### src/rtl/pipe_pkg.sv
// Shared pipeline package: stage payload layouts and their widths.
package pipe_pkg;

  typedef struct packed {
    logic [31:0] data;
    logic        memtoreg;
    logic [4:0]  rd;
    logic [31:0] ddata;
    logic        regwrite;
    logic        floatwb;
  } wb_payload_t;

  localparam int unsigned WB_PAYLOAD_W = $bits(wb_payload_t);

endpackage

### src/rtl/pipe_stage_skid_sat_counter.sv
// Saturating up-counter with synchronous active-high reset.
module sat_counter #(
  parameter int unsigned CNT_W = 32
) (
  input  logic             clk,
  input  logic             rst,
  input  logic             inc_i,
  output logic [CNT_W-1:0] cnt_o
);

  logic [CNT_W-1:0] cnt_q, cnt_d;

  always_comb begin
    cnt_d = cnt_q;
    if (inc_i && (cnt_q != '1)) cnt_d = cnt_q + {{(CNT_W-1){1'b0}}, 1'b1};
  end

  always_ff @(posedge clk) begin
    if (rst) cnt_q <= '0;
    else     cnt_q <= cnt_d;
  end

  assign cnt_o = cnt_q;

endmodule

### src/rtl/pipe_stage_skid.sv
// Valid/ready pipeline stage with 2-entry skid buffer and synchronous flush.
// Define PIPE_STAGE_STALL_CNT_EN to build the backpressure stall counter.
module pipe_stage_skid
  import pipe_pkg::*;
#(
  parameter int unsigned DATA_W = WB_PAYLOAD_W,
  parameter int unsigned CNT_W  = 32
) (
  input  logic              clk,
  input  logic              rst,
  input  logic              flush,
  input  logic              in_valid,
  output logic              in_ready,
  input  logic [DATA_W-1:0] in_data,
  output logic              out_valid,
  input  logic              out_ready,
  output logic [DATA_W-1:0] out_data,
  output logic [CNT_W-1:0]  stall_cnt
);

  logic              m_valid_q, m_valid_d;
  logic [DATA_W-1:0] m_data_q, m_data_d;
  logic              s_valid_q, s_valid_d;
  logic [DATA_W-1:0] s_data_q, s_data_d;
  logic              in_fire, out_fire, m_free;

  assign in_ready  = ~s_valid_q;
  assign out_valid = m_valid_q;
  assign out_data  = m_data_q;
  assign in_fire   = in_valid & in_ready;
  assign out_fire  = m_valid_q & out_ready;
  assign m_free    = ~m_valid_q | out_fire;

  // Data registers only load alongside their valid; a cleared valid leaves data as-is.
  always_comb begin
    m_valid_d = m_valid_q;
    m_data_d  = m_data_q;
    s_valid_d = s_valid_q;
    s_data_d  = s_data_q;
    if (flush) begin
      m_valid_d = 1'b0;
      s_valid_d = 1'b0;
    end else if (m_free) begin
      if (s_valid_q) begin
        m_valid_d = 1'b1;
        m_data_d  = s_data_q;
        s_valid_d = in_fire;
        if (in_fire) s_data_d = in_data;
      end else begin
        m_valid_d = in_fire;
        if (in_fire) m_data_d = in_data;
      end
    end else if (in_fire) begin
      s_valid_d = 1'b1;
      s_data_d  = in_data;
    end
  end

  always_ff @(posedge clk) begin
    if (rst) begin
      m_valid_q <= 1'b0;
      m_data_q  <= '0;
      s_valid_q <= 1'b0;
      s_data_q  <= '0;
    end else begin
      m_valid_q <= m_valid_d;
      m_data_q  <= m_data_d;
      s_valid_q <= s_valid_d;
      s_data_q  <= s_data_d;
    end
  end

`ifdef PIPE_STAGE_STALL_CNT_EN
  sat_counter #(
    .CNT_W(CNT_W)
  ) u_stall_cnt (
    .clk  (clk),
    .rst  (rst),
    .inc_i(m_valid_q & ~out_ready),
    .cnt_o(stall_cnt)
  );
`else
  assign stall_cnt = '0;
`endif

endmodule
### config.mk
export PLATFORM = sky130hd
export DESIGN_NAME = pipe_stage_skid
export DESIGN_NICKNAME = d
export VERILOG_FILES = /design/src/rtl/pipe_pkg.sv /design/src/rtl/pipe_stage_skid_sat_counter.sv /design/src/rtl/pipe_stage_skid.sv
export SDC_FILE = /design/constraint.sdc
export NUM_CORES = 1
export LEC_CHECK = 0
export ABC_AREA = 1
export CAP_MARGIN = 15
export CORE_AREA = 2 2 142 172
export DETAILED_ROUTE_END_ITERATION = 10
export DIE_AREA = 0 0 144 174
export PLACE_DENSITY_LB_ADDON = 0.25
export SETUP_SLACK_MARGIN = 0.05
export SLEW_MARGIN = 10
export SYNTH_ARGS = -nofsm -noshare
export SYNTH_HDL_FRONTEND = slang
export SYNTH_SLANG_ARGS = --single-unit
### constraint.sdc
create_clock -name clk -period 1.1 [get_ports clk]
set_input_delay 0.22 -clock clk [delete_from_list [all_inputs] [get_ports clk]]
set_output_delay 0.22 -clock clk [all_outputs]
set_load 0.005 [all_outputs]
==> load_flow_metrics.sql <==
INSERT INTO impl_metrics (metric_group, metric, value, unit) VALUES
('clock_tree', 'clock_buffers_created_by_tritoncts', '17', ''),
('synth', 'synth.yosys.seq_area_share', '41.0', '%'),
('global_route', 'first_global_vias', '6644', ''),
('clock_tree', 'tritoncts', 'yes', ''),
('synth', 'ys.warnings.count', '0', ''),
('setup_path', 'crit_path_cell_trace', 'nand2_8, buf_6, nor2_8, buf_12, buf_12, nor2_1, nor2_1', ''),
('global_route', 'overflow', '0', ''),
('routing', 'initial_drt_pass_iterations', '5', ''),
('synth', 'post_synth_num_cell_types', '19', ''),
('synth', 'synth.cell_area', '0.00713', 'mm²'),
('global_route', 'grt_start_max_net_pins', '41', ''),
('sta', 'finalClockSkew', '0.00683', 'ns'),
('routing', 'detail_route.drc_violations', '0', ''),
('routing', 'post_drt_via_cell_ratio', '4.32', ''),
('clock_tree', 'clock_sink_count', '146', ''),
('global_route', 'grt_antenna_before_repair', '0', ''),
('status', 'status', 'finished, violations left', ''),
('setup_path', 'cp.required', '1.46', 'ns'),
('die', 'ioPinCount', '183', ''),
('pwr', 'leakagePower', '0.00517', 'µW'),
('setup_path', 'worst_path_largest_cell_delay', '0.39', 'ns'),
('routing', 'dr_total_vias', '7109', ''),
('die', 'fp.dieW', '144', 'µm'),
('setup_path', 'timing.critical_path.from_type', 'register', ''),
('sta', 'number_of_endpoints_failing_setup_at_the_final_stage', '147', ''),
('layout', 'post_layout_util', '46.8', '%'),
('sta', 'hold_viol_final', '0', ''),
('routing', 'detailroute.wirelength.met3', '998', 'µm'),
('worst_hold_path', 'whs_path_depth', '5', ''),
('pwr', 'sequentialPowerShare', '39.9', '%'),
('die', 'start_util', '30.3', '%'),
('sta', 'slew_viol_final', '0', ''),
('routing', 'met2_length', '11.5', 'mm'),
('place', 'port_buffers', '150', ''),
('sta', 'finalSetupTns', '-15.80', 'ns'),
('routing', 'wl_cell', '14.1', 'µm'),
('synth', 'synth_enable_flop_cells', '0', ''),
('pwr', 'internal_power', '10500', 'µW'),
('pwr', 'worst_ir_drop_vdd', '0.000952', 'V'),
('synth', 'top_cells_by_instance_count_after_synthesis', 'sky130_fd_sc_hd__nand2_1 (292), sky130_fd_sc_hd__nor2_1 (290), sky130_fd_sc_hd__inv_1 (147)', ''),
('synth', 'synth.most_common_cell', 'sky130_fd_sc_hd__nand2_1', ''),
('clock_tree', 'clkSlewWorstSetupHoldPaths', '0.07', 'ns'),
('place', 'finalWeightedCongestion', '0.704', ''),
('layout', 'area_growth_syn_to_layout', '54.2', '%'),
('setup_path', 'critical_path_class', 'reg2reg', ''),
('synth', 'yosysTopAreaCellShare', '41.0', '%'),
('die', 'core-area', '0.0235', 'mm²'),
('routing', 'routed.top_layer', 'met4', ''),
('sta', 'post-route-min-period', '1.27', 'ns'),
('clock_tree', 'clock_latency', '0.42', 'ns'),
('flow_run', 'maxCapViolations', '0', ''),
('sta', 'unrepaired_setup_endpoints_after_global_routing', 'yes', ''),
('routing', 'antenna_left', '0', ''),
('sta', 'fin_hold_ws', '0.419', 'ns'),
('clock_tree', 'cts_max_path_buffers', '2', ''),
('synth', 'gate_count_after_technology_mapping', '1128', ''),
('layout', 'post_route_cells_drive_above_1_share', '28.9', '%'),
('routing', 'dr.first_iter.drc_count', '343', ''),
('routing', 'routed_wl', '23.3', 'mm'),
('synth', 'postSynth.topFlopCell', 'sky130_fd_sc_hd__dfxtp_1', ''),
('setup_path', 'reg2regPathDepth', '7', ''),
('pwr', 'power_frac_clock', '44.3', '%'),
('global_route', 'grt.total_usage', '16.5', '%'),
('clock_tree', 'ctsRootBufferMaster', 'sky130_fd_sc_hd__clkbuf_16', ''),
('setup_path', 'biggest_fanout_along_the_worst_timing_path', '13', ''),
('synth', 'post_synth.cell_area_avg', '6.32', 'µm²'),
('sta', 'fin_ws', '-0.169', 'ns'),
('setup_path', 'timing.critical_path.slowest_stage_cell', 'sky130_fd_sc_hd__dfxtp_4', ''),
('status', 'violations', 'negative setup slack', ''),
('synth', 'count_of_state_elements_after_synthesis', '146', ''),
('layout', 'antenna-diode-count', '0', '');
## registers in the layout, summed over array words and instances (netlist names)
register and cells:
out_data 72, s_valid_q 1, out_valid 1, s_data_q 72
## power by group through the flow
stage	combinational, µW	clock [µW]	sequential, µW
after floorplan	966	0	5760
after global placement	1820	0	5760
after detailed placement	1830	0	5760
after CTS	1890	6460	5680
after global routing	2490	6660	5720
final	2250	6310	5690
## layout by cell type, fill, tap and decap left out, types with 5 or more instances in the layout
cell type                         netlist  routed
sky130_fd_sc_hd__buf_12                 0      19
sky130_fd_sc_hd__buf_16                 0      13
sky130_fd_sc_hd__buf_2                 19      45
sky130_fd_sc_hd__buf_4                 39      18
sky130_fd_sc_hd__buf_6                 16      40
sky130_fd_sc_hd__clkbuf_16              0      34
sky130_fd_sc_hd__clkdlybuf4s50_1        0      75
sky130_fd_sc_hd__conb_1                 1      32
sky130_fd_sc_hd__dfxtp_1              146      72
sky130_fd_sc_hd__dfxtp_2                0      72
sky130_fd_sc_hd__inv_1                147     147
sky130_fd_sc_hd__inv_6                  0       5
sky130_fd_sc_hd__nand2_1              292     256
sky130_fd_sc_hd__nand2_2                2      26
sky130_fd_sc_hd__nand2_4                0      11
sky130_fd_sc_hd__nand3_1               72      59
sky130_fd_sc_hd__nand3_2                1      13
sky130_fd_sc_hd__nor2_1               290     243
sky130_fd_sc_hd__nor2_2                 0      37
sky130_fd_sc_hd__nor2_4                 1      11
sky130_fd_sc_hd__o21ai_0               72      15
sky130_fd_sc_hd__o21ai_1                0      40
sky130_fd_sc_hd__o21ai_2                0      14
## path summary, 6_finish.rpt
path                      from      endpoint  slack (ns)
hold reg to reg   s_data_q[64]  s_data_q[64]        0.48
hold / removal        in_valid     s_valid_q        0.42
setup / recovery     out_valid  s_data_q[33]       -0.17
setup reg to reg     out_valid  s_data_q[33]       -0.17
## cells by family after synthesis
logic type | share of synthesized area (%)
other cells | 0.0526
compound gates | 5.05
flops | 41.0
simple gates | 36.7
buf+inv | 17.2
## cell type report
| cell class | instances | area, µm² |
|---|---|---|
| Fill cell | 2360 | 12500 |
| Multi-Input combinational cell | 764 | 3580 |
| Sequential cell | 146 | 3020 |
| Timing Repair Buffer | 232 | 2790 |
| Inverter | 150 | 571 |
| Clock buffer | 18 | 429 |
| Tap cell | 320 | 400 |
| Clock inverter | 14 | 201 |
## per-stage QoR
step	total power, µW	setup slack, ns	std cells	area [µm²]
floorplan	6730	-0.0825	1159	7270
global placement	7580	-0.509	1566	9000
detailed placement	7590	-0.550	1566	9000
CTS	14000	-0.156	1620	10000
global route	14900	-0.227	1644	11000
finish	14300	-0.169	1644	11000
## metal layers
layer,global-route usage (%),vias to the layer above
met5,0,-
met4,4.90,0
met3,3.31,20
met2,28.7,182
met1,20.3,3238
li1,-,3669
## worst max-delay path, delay by kind of cell, from the launching register on
family                 cells  cell delay [ns]
buffers and inverters      3             0.47
DFF                        1             0.39
and+or+nand+nor            4             0.33
## repair_timing
action,4_1_cts,5_1_grt
hold buffers,0,0
resized for setup,469,158
setup endpoints to repair,219,219
gates cloned,10,24
buffers inserted,12,4
pin swaps,27,38
(Power assumes the default switching activity.)
